<file path="src/rtl/cgra_boot_seq.sv">
// Boot/run sequencer in front of the CPU/CGRA core: loads a framed byte stream into IMEM,
// runs the core for a fixed budget, then dumps the vector result registers as bytes.
module cgra_boot_seq #(
  parameter int MAX_INSTR  = 64,
  parameter int RUN_CYCLES = 234,
  parameter int REG_BASE   = 8,
  parameter int DUMP_REGS  = 16
) (
  input  logic        clk_i,
  input  logic        reset,
  input  logic        byte_valid_i,
  input  logic [7:0]  byte_i,
  output logic        byte_ready_o,
  output logic        imem_we_o,
  output logic [5:0]  imem_addr_o,
  output logic [31:0] imem_wdata_o,
  output logic        cpu_rst_o,
  output logic [4:0]  reg_addr_o,
  output logic [1:0]  vout_addr_o,
  input  logic [7:0]  value_i,
  output logic        dump_valid_o,
  output logic [7:0]  dump_data_o,
  input  logic        dump_ready_i,
  output logic        busy_o,
  output logic        err_o
);

  localparam int WC_W       = $clog2(MAX_INSTR + 1);
  localparam int RUN_W      = (RUN_CYCLES > 1) ? $clog2(RUN_CYCLES) : 1;
  localparam int DUMP_BYTES = DUMP_REGS * 4;
  localparam int DIDX_W     = $clog2(DUMP_BYTES);
  localparam logic [7:0] SOF = 8'hFE;
  localparam logic [7:0] EOF = 8'hFF;

  typedef enum logic [2:0] {S_IDLE, S_LOAD, S_RUN, S_DUMP, S_DONE} state_e;

  state_e              state_q, state_d;
  logic [WC_W-1:0]     word_cnt_q, word_cnt_d;
  logic [1:0]          lane_q, lane_d;
  logic [23:0]         word_buf_q, word_buf_d;
  logic                imem_we_q, imem_we_d;
  logic [5:0]          imem_addr_q, imem_addr_d;
  logic [31:0]         imem_wdata_q, imem_wdata_d;
  logic                err_q, err_d;
  logic                cpu_rst_q, cpu_rst_d;
  logic [RUN_W-1:0]    run_cnt_q, run_cnt_d;
  logic [DIDX_W-1:0]   dump_idx_q, dump_idx_d;
  logic                settle_q, settle_d;
  logic                dump_valid_q, dump_valid_d;
  logic [7:0]          dump_data_q, dump_data_d;
  logic                byte_fire;

  // Byte input is only open while idle, loading or done; reset forces it shut.
  assign byte_ready_o = !reset &&
                        (state_q == S_IDLE || state_q == S_LOAD || state_q == S_DONE);
  assign byte_fire    = byte_valid_i && byte_ready_o;
  assign busy_o       = (state_q == S_LOAD) || (state_q == S_RUN) || (state_q == S_DUMP);
  assign imem_we_o    = imem_we_q;
  assign imem_addr_o  = imem_addr_q;
  assign imem_wdata_o = imem_wdata_q;
  assign cpu_rst_o    = cpu_rst_q;
  assign err_o        = err_q;
  assign dump_valid_o = dump_valid_q;
  assign dump_data_o  = dump_data_q;
  // Byte index maps to register (upper bits) and lane 3..0 (lower bits, descending).
  assign reg_addr_o   = 5'(REG_BASE) + 5'(dump_idx_q >> 2);
  assign vout_addr_o  = 2'd3 - dump_idx_q[1:0];

  always_comb begin
    // NOTE: every _d gets its hold value first so no path can infer a latch.
    state_d      = state_q;
    word_cnt_d   = word_cnt_q;
    lane_d       = lane_q;
    word_buf_d   = word_buf_q;
    imem_we_d    = 1'b0;
    imem_addr_d  = imem_addr_q;
    imem_wdata_d = imem_wdata_q;
    err_d        = err_q;
    cpu_rst_d    = cpu_rst_q;
    run_cnt_d    = run_cnt_q;
    dump_idx_d   = dump_idx_q;
    settle_d     = settle_q;
    dump_valid_d = dump_valid_q;
    dump_data_d  = dump_data_q;

    unique case (state_q)
      S_IDLE, S_DONE: begin
        if (byte_fire && byte_i == SOF) begin
          state_d    = S_LOAD;
          err_d      = 1'b0;
          word_cnt_d = '0;
          lane_d     = '0;
          cpu_rst_d  = 1'b1;
          dump_idx_d = '0;
        end
      end

      S_LOAD: begin
        if (byte_fire) begin
          if (lane_q == 2'd0 && byte_i == EOF) begin
            state_d   = S_RUN;
            run_cnt_d = '0;
            cpu_rst_d = 1'b0;
          end else if (lane_q == 2'd0 && byte_i == SOF) begin
            word_cnt_d = '0;
            err_d      = 1'b0;
          end else begin
            lane_d = lane_q + 2'd1;
            unique case (lane_q)
              2'd0: word_buf_d[7:0]   = byte_i;
              2'd1: word_buf_d[15:8]  = byte_i;
              2'd2: word_buf_d[23:16] = byte_i;
              default: begin
                // Words beyond IMEM depth are flagged and dropped; lane tracking
                // continues so the closing lane-0 0xFF is still recognised.
                if (word_cnt_q == WC_W'(MAX_INSTR)) begin
                  err_d = 1'b1;
                end else begin
                  imem_we_d    = 1'b1;
                  imem_addr_d  = 6'(word_cnt_q);
                  imem_wdata_d = {byte_i, word_buf_q};
                  word_cnt_d   = word_cnt_q + WC_W'(1);
                end
              end
            endcase
          end
        end
      end

      S_RUN: begin
        if (run_cnt_q == RUN_W'(RUN_CYCLES - 1)) begin
          state_d      = S_DUMP;
          settle_d     = 1'b0;
          dump_valid_d = 1'b0;
        end else begin
          run_cnt_d = run_cnt_q + RUN_W'(1);
        end
      end

      S_DUMP: begin
        if (!dump_valid_q) begin
          // One settle cycle lets the core's registered value_o follow the new address.
          if (!settle_q) begin
            settle_d = 1'b1;
          end else begin
            settle_d     = 1'b0;
            dump_data_d  = value_i;
            dump_valid_d = 1'b1;
          end
        end else if (dump_ready_i) begin
          dump_valid_d = 1'b0;
          if (dump_idx_q == DIDX_W'(DUMP_BYTES - 1)) begin
            state_d = S_DONE;
          end else begin
            dump_idx_d = dump_idx_q + DIDX_W'(1);
          end
        end
      end

      default: state_d = S_IDLE;
    endcase
  end

  always_ff @(posedge clk_i or posedge reset) begin
    if (reset) begin
      state_q      <= S_IDLE;
      word_cnt_q   <= '0;
      lane_q       <= '0;
      word_buf_q   <= '0;
      imem_we_q    <= 1'b0;
      imem_addr_q  <= '0;
      imem_wdata_q <= '0;
      err_q        <= 1'b0;
      cpu_rst_q    <= 1'b1;
      run_cnt_q    <= '0;
      dump_idx_q   <= '0;
      settle_q     <= 1'b0;
      dump_valid_q <= 1'b0;
      dump_data_q  <= '0;
    end else begin
      // NOTE: non-blocking so every flop samples the pre-edge value of its _d.
      state_q      <= state_d;
      word_cnt_q   <= word_cnt_d;
      lane_q       <= lane_d;
      word_buf_q   <= word_buf_d;
      imem_we_q    <= imem_we_d;
      imem_addr_q  <= imem_addr_d;
      imem_wdata_q <= imem_wdata_d;
      err_q        <= err_d;
      cpu_rst_q    <= cpu_rst_d;
      run_cnt_q    <= run_cnt_d;
      dump_idx_q   <= dump_idx_d;
      settle_q     <= settle_d;
      dump_valid_q <= dump_valid_d;
      dump_data_q  <= dump_data_d;
    end
  end

endmodule

</file>
<file path="config.mk">
export PLATFORM = sky130hd
export DESIGN_NAME = cgra_boot_seq
export DESIGN_NICKNAME = d
export VERILOG_FILES = /design/src/rtl/cgra_boot_seq.sv
export SDC_FILE = /design/constraint.sdc
export NUM_CORES = 1
export LEC_CHECK = 0
export ABC_CLOCK_PERIOD_IN_PS = 5900
export CORE_MARGIN = 1.5
export CORE_UTILIZATION = 45
export CTS_CLUSTER_SIZE = 10
export DETAILED_ROUTE_END_ITERATION = 8
export GPL_TIMING_DRIVEN = 0
export PLACE_DENSITY = 0.67
export SYNTH_ARGS = -nofsm -noshare
export SYNTH_HDL_FRONTEND = slang
export SYNTH_SLANG_ARGS = --single-unit
</file>
<file path="constraint.sdc">
create_clock -name clk_i -period 5.9 [get_ports clk_i]
set_input_delay 1.475 -clock clk_i [delete_from_list [all_inputs] [get_ports clk_i]]
set_output_delay 1.475 -clock clk_i [all_outputs]
set_load 0.01 [all_outputs]
</file>
Word level (Yosys, flattened, before mapping)
Index checks and enable logic that the tools add are counted.

Shifts and indexed selects: 0. Muxes and demuxes: 54. Multipliers: 0. Div/mod/pow operators: 0. $lt $le $gt $ge: 0. Reduce and logical (&&, ||, !) cells: 32. Equality and inequality tests: 26. $add $sub $neg: 6. Bitwise operators: 5.

Operators by type and width (count): $mux 7 (6); $reduce_and 5->1 (5); $eq 8x8->1 const B (3); $mux 6 (4); $mux 8 (3); $mux 1 (21); $mux 3 (7); $ne 2x2->1 const B (9); $reduce_and 6->1 (3); $pmux 8 s2 (1); $pmux 7 s2 (1); $pmux 3 s4 (1); $pmux 6 s2 (1); $add 8x1->8 const B (1); $mux 2 (4); $pmux 1 s2 (4); $reduce_and 4->1 (2); $reduce_bool 2->1 (4); $add 7x1->7 const B (1); $eq 7x7->1 const B (1); $reduce_and 7->1 (1); $add 6x1->6 const B (1); $eq 3x2->1 const B (2); $eq 6x6->1 const B (1); 22 further kinds (36).

RAM bits: 0. Bits in latches: 0. Memories kept: 0. Flip-flop bits (word level): 101. Input bits: 20. ROM bits: 0. Output and inout bits: 59.

Logic depth before layout (Yosys ltp)
Gate-level depths: netlist of run 1.

Word-level depth: 8. Mapped depth: 11.

Least setup slack after synthesis of run 1
No wires, ideal clock.

Kind: input to output. Start point: input port reset. End point: output port byte_ready_o. Setup slack: 2.688 ns. Arrival time: 1.737 ns. Cell stages on the path: 1. Cell sequence: a211oi_4.

Longest elaborated chain between the ends: 2.

RTL lines: start: declaration (line 10) `input logic reset,`; $logic_not 1->1 (no line); $logic_and 1x1->1 (line 54) `assign byte_ready_o = !reset &&`; end: declaration (line 13) `output logic byte_ready_o,`.

Every way passes these cells.

Final worst setup path of run 1
Same ends and word-level chain as after synthesis.

==> results of run 1 <==
==> flip-flops by register name (all words and copies together), names as in the netlist, 2 cells and up <==
| signal | count |
|---|---|
| word_cnt_q | 7 |
| word_buf_q | 24 |
| state_q | 3 |
| dump_data_o | 8 |
| run_cnt_q | 8 |
| imem_addr_o | 6 |
| lane_q | 2 |
| dump_idx_q | 6 |
| imem_wdata_o | 32 |
==> report_power, final <==
part           switching, µW  total, µW  internal [µW]
logic                    218        466            248
registers               88.9        883            794
clock network            255        502            246
==> cell usage in the layout, fill, tap and decap left out, types with 4 or more instances in the layout <==
master / synthesis / layout
and2_1: 4 / 4
inv_1: 13 / 12
ha_1: 9 / 9
nand2_1: 23 / 23
nand3_1: 10 / 10
nor2_1: 16 / 16
o21ai_0: 15 / 15
buf_6: 7 / 7
a21oi_1: 8 / 8
mux2_2: 34 / 34
buf_4: 5 / 5
a31oi_1: 5 / 5
mux2_4: 37 / 37
dfrtp_1: 100 / 100
clkbuf_8: 0 / 9
clkdlybuf4s50_1: 0 / 78
o31ai_1: 6 / 6
==> per-layer routing <==
metal  share of wire, %  up-vias  global-route usage, %
met3                4.1       17                   5.18
met2                 48       56                   28.6
met1                 45     1513                   23.5
met5                  0        -                      0
li1                   -     1444                      -
met4                2.4        0                   7.34
==> worst register-to-register path: stages, from the launching register on <==
cell and delay [ns]:
dfrtp_1 0.45, inv_1 0.12, ha_1 0.19, nand4_1 0.19, or2_1 0.28, and2_1 0.15
buf_6 0.13, nand2_4 0.09, inv_4 0.07, buf_6 0.17, mux2_4 0.30
==> final cells by class <==
class | count | share of cell area [%]
Inverter | 14 | 0.976
Clock buffer | 9 | 2.10
Tap cell | 136 | 2.88
Timing Repair Buffer | 79 | 13.7
Multi-Input combinational cell | 225 | 33.7
Buffer | 13 | 2.04
Clock inverter | 7 | 1.78
Sequential cell | 101 | 42.9
==> cells by family after synthesis <==
| group | Yosys count |
|---|---|
| AOI/OAI and AO/OA | 55 |
| muxes | 72 |
| DFF | 101 |
| xor gates and xnor gates | 4 |
| and+or+nand+nor | 85 |
| buffers and inverters | 27 |
| adders and majority gates | 9 |
==> final timing paths <==
check | from | to | slack (ns) | depth (start not counted)
max | reset | byte_ready_o | 1.54 | 3
min | cpu_rst_o | cpu_rst_o | 0.48 | 2
max reg2reg | lane_q[0] | imem_wdata_o[31] | 3.64 | 10
min reg2reg | cpu_rst_o | cpu_rst_o | 0.48 | 2
max in group asynchronous | reset | cpu_rst_o | 3.65 | 3
min in group asynchronous | reset | dump_idx_q[5] | 1.55 | 2
==> through the flow <==
stage	worst slack (ns)	total power [µW]	util, %	instances
after CTS	1.52	1870	57.7	584
after global placement	0.138	1340	55.1	567
after global routing	1.50	1960	57.7	584
after floorplan	1.78	1170	-	353
final	1.54	1850	57.7	584
after detailed placement	1.53	1370	55.4	568
==> flow_summary.toml, run 1 <==
[cts]
cts_tree = "yes"
h-tree-depth = 3
post_cts_resized = 0
clk_pin_slew_worst_paths_ns = 0.09
clkLatencyLatePin_ns = 0.38
cts_hold_buf = 0
cts.sinks = 101
cts_root_buf = "clkbuf_8"
cts_buffer_depth = 2
cts_setup_buffers = 0
cts_buffers = 9

[layout]
drive_gt1_share_pct = 27.0
multi_input_area_mm2 = 0.00199
seq_area_mm2 = 0.00253
fillCellCount = 876
n_antenna_cell = 0
finalInstanceArea_mm2 = 0.00590
finalNetCount = 472
syn_to_final_growth_pct = 25.8

[setup_path]
path_cells = "clkdlybuf4s50_1 > a211oi_4 > clkdlybuf4s50_1"
cp-start-kind = "input pin"
slowest_stage = "clkdlybuf4s50_1"
arrival_ns = 2.89
crit_top_cell = "clkdlybuf4s50_1"
path_max_fanout = 3
cp_data_required_time_ns = 4.43
worst-path-buf-inv = 2
cpPeakStageDelay_ns = 0.59
crit_path_end_kind = "primary output"
worstSetupPathType = "input pin to primary output"
cpLargestDelayFamily = "buffers and inverters"

[timing]
fmax_mhz = 229
finalSetupViolations = 0
holdWs_ns = 0.478
min_period_ns = 4.36
finClkSkew_ns = 0.0154
finalHoldViolations = 0
maxSlewHeadroom_pct = 40.4
worstMarginPinSlew_ns = 0.881
period_share_pct = 73.9
rsz0062_at_grt = "no"
finalSetupTns_ns = 0
slew_viol_final = 0

[logic_synthesis]
synth_compound_area_share_pct = 8.56
synth_top_family_by_area = "multiplexers"
yosys-top-cells-area = "dfrtp_1 53%, mux2_4 12%, mux2_2 8.2%, ha_1 2.4%, nand2_1 1.8%"
synthArstFlopShare_pct = 100
synthAdderAreaFrac_pct = 2.40
yosysMostFrequentCell = "dfrtp_1"
synth_edf_count = 0
synth_cells = 353
yosysTopAreaCellShare_pct = 53.4
synth-warning-count = 0
synth_ff_type = "dfrtp_1"
synth.net_count = 382
synth_mux_area_share_pct = 20.2
synth_top_area_cell = "dfrtp_1"
synthXorXnorAreaFrac_pct = 0.747
netlist_area_mm2 = 0.00469
synth_common_cells = "100 x dfrtp_1, 37 x mux2_4, 34 x mux2_2, 23 x nand2_1, 16 x nor2_1"
synth.avg_cell_area_um2 = 13.3
synthSimpleGateAreaFrac_pct = 10.4
ys_ff_latch = 101
ys_seq_area_share_pct = 53.9
synth.distinct_cells = 60

[placement]
routabilityCongestion = 0.827
place.detailed.hpwl_mm = 6.45
placed_area_mm2 = 0.00567
portBuffers = 78

[detailed_routing]
firstDrtPassIters = 4
avgViaCountPerCell = 5.19
ant_nets = 0
drc_errors = 0
wl_per_cell_um = 15.9
drt_iter0_drc = 157
routed_wirelength_mm = 9.26
vias = 3030

[floorplanning]
die_area_mm2 = 0.0110
std_cell_rows = 37
core-area_mm2 = 0.0102
io_pins = 79
die_y_um = 105
start_util_pct = 45.8
die_w_um = 105

[run]
maxCapViolations = 0

[global_routing]
grt_pass1_wl_mm = 15.7
gr-total-overflow = 0
grt_max_degree = 73
grt_pass1_vias = 3118
grt_antenna_before_repair = 0
grt_util_all_layers_pct = 18.1

[worst_hold_path]
hold_path_class = "register to register"

[status]
status = "finished clean"

[power]
ir_drop_v = 0.000246
power.leakage_uw = 0.00267
cellPowerDensity_mw_per_mm2 = 314
No activity file was read; power rests on OpenSTA's default activity.
==> run 2, diff against run 1 <==
Settings changed: ABC_CLOCK_PERIOD_IN_PS 5900 to 3600, PLACE_DENSITY 0.67 to 0.7.
Clock period 5.9 ns to 3.6 ns, I/O delays scaled along.
==> flow_summary.toml, run 2 (synthesis gave the netlist of run 1 again) <==
[timing]
slew_viol_final = 0
worstMarginPinSlew_ns = 0.852
period_share_pct = 89.2
min_period_ns = 3.21
finClkSkew_ns = 0.0140
finalSetupViolations = 0
fmax_mhz = 311
finalHoldViolations = 0
holdWs_ns = 0.466
maxSlewHeadroom_pct = 42.4
rsz0062_at_grt = "no"
layout_setup_ws_ns = 0.388

[setup_path]
path_cells = "clkdlybuf4s50_1 > a211oi_4 > clkdlybuf4s50_1"
cp-start-kind = "input pin"
crit_top_cell = "clkdlybuf4s50_1"
worstSetupPathType = "input pin to primary output"
slowest_stage = "clkdlybuf4s50_1"
cpPeakStageDelay_ns = 0.59
cp_data_required_time_ns = 2.70
path_max_fanout = 3
arrival_ns = 2.31
crit_path_end_kind = "primary output"

[power]
power.leakage_uw = 0.00267
ir_drop_v = 0.000526
totalPowerFinal_uw = 3030
cellPowerDensity_mw_per_mm2 = 514

[placement]
dp_cells = 568
dp_slack_ns = 0.380
portBuffers = 78
routabilityCongestion = 0.809
place.detailed.hpwl_mm = 6.38

[detailed_routing]
firstDrtPassIters = 4
vias = 3055
drc_errors = 0
wl_per_cell_um = 15.5
avgViaCountPerCell = 5.23
routed_wirelength_mm = 9.04
ant_nets = 0
drt_iter0_drc = 192

[cts]
post_cts_resized = 0
cts.sinks = 101
clkLatencyLatePin_ns = 0.37
cts_setup_buffers = 0
h-tree-depth = 3
cts_root_buf = "clkbuf_8"
cts_tree = "yes"
clk_pin_slew_worst_paths_ns = 0.09
cts_buffers = 9
cts_buffer_depth = 2
cts_hold_buf = 0

[global_routing]
grt_pass1_wl_mm = 15.5
gr-total-overflow = 0
grt_max_degree = 56
grt_util_all_layers_pct = 17.8
grt_antenna_before_repair = 0
grt_pass1_vias = 3124

[layout]
fillCellCount = 848
largest_reg_flops = 32
syn_to_final_growth_pct = 25.7
n_antenna_cell = 0
drive_gt1_share_pct = 27.0
final_cells = 584
finalNetCount = 472
final_common_cell = "dfrtp_1"
mostFrequentLayoutCells = "100 x dfrtp_1, 78 x clkdlybuf4s50_1, 37 x mux2_4"

[floorplanning]
io_pins = 79
die_w_um = 105
die_y_um = 105
core-area_mm2 = 0.0102
start_util_pct = 45.8
std_cell_rows = 37
die_area_mm2 = 0.0110

[worst_hold_path]
hold_path_class = "register to register"

[run]
maxCapViolations = 0

[status]
status = "finished clean"
run 2: changes by cell type in the layout (fill, tap and decap cells not counted):
cell      previous run  this run
clkinv_4             1         0
inv_6                1         3
inv_8                2         1
run 2: worst paths after layout:
path / startpoint / to / slack (ns) / cells past startpoint
worst max-delay path: reset / byte_ready_o / 0.39 / 3
worst min-delay path: cpu_rst_o / cpu_rst_o / 0.47 / 2
worst min register to register: cpu_rst_o / cpu_rst_o / 0.47 / 2
max in group asynchronous: reset / word_buf_q[7] / 1.85 / 3
min in group asynchronous: reset / dump_idx_q[3] / 1.07 / 2
worst max register to register: lane_q[0] / imem_wdata_o[3] / 1.38 / 10
run 2: layout make-up:
cell class	instances	area, µm²	share of cell area, %
Buffer	13	120	2.04
Timing Repair Buffer	79	808	13.7
Multi-Input combinational cell	225	1990	33.7
Clock inverter	7	103	1.74
Sequential cell	101	2530	42.9
Tap cell	136	170	2.89
Inverter	14	57.6	0.976
Clock buffer	9	124	2.10
run 2: critical path, delay by kind of cell:
family	cells	cell delay (ns)
compound gates	1	0.30
buf+inv	2	1.11
run 2: stage by stage:
step                utilization [%]  setup TNS, ns  area, µm²
floorplan                         -              0       4690
global placement               55.1        -157.98       5640
detailed placement             55.4              0       5670
CTS                            57.6              0       5900
global route                   57.6              0       5900
finish                         57.6              0       5900
run 2: layer usage:
metal | vias up | global-route usage, % | routed length (µm)
met5 | - | 0 | 0
met4 | 0 | 4.70 | 121
met3 | 7 | 5.55 | 343
met2 | 52 | 29.2 | 4470
met1 | 1545 | 22.8 | 4100
li1 | 1451 | - | -
run 2: where the power goes:
group	switching (µW)	internal (µW)
combinational	360	405
clock	416	403
sequential	148	1300
total	924	2110
==> run 3, diff against run 2 <==
Settings changed: CTS_CLUSTER_DIAMETER set to 200.
==> results of run 3 <==
The final DEF is identical to that of run 2; final timing and power are the same.
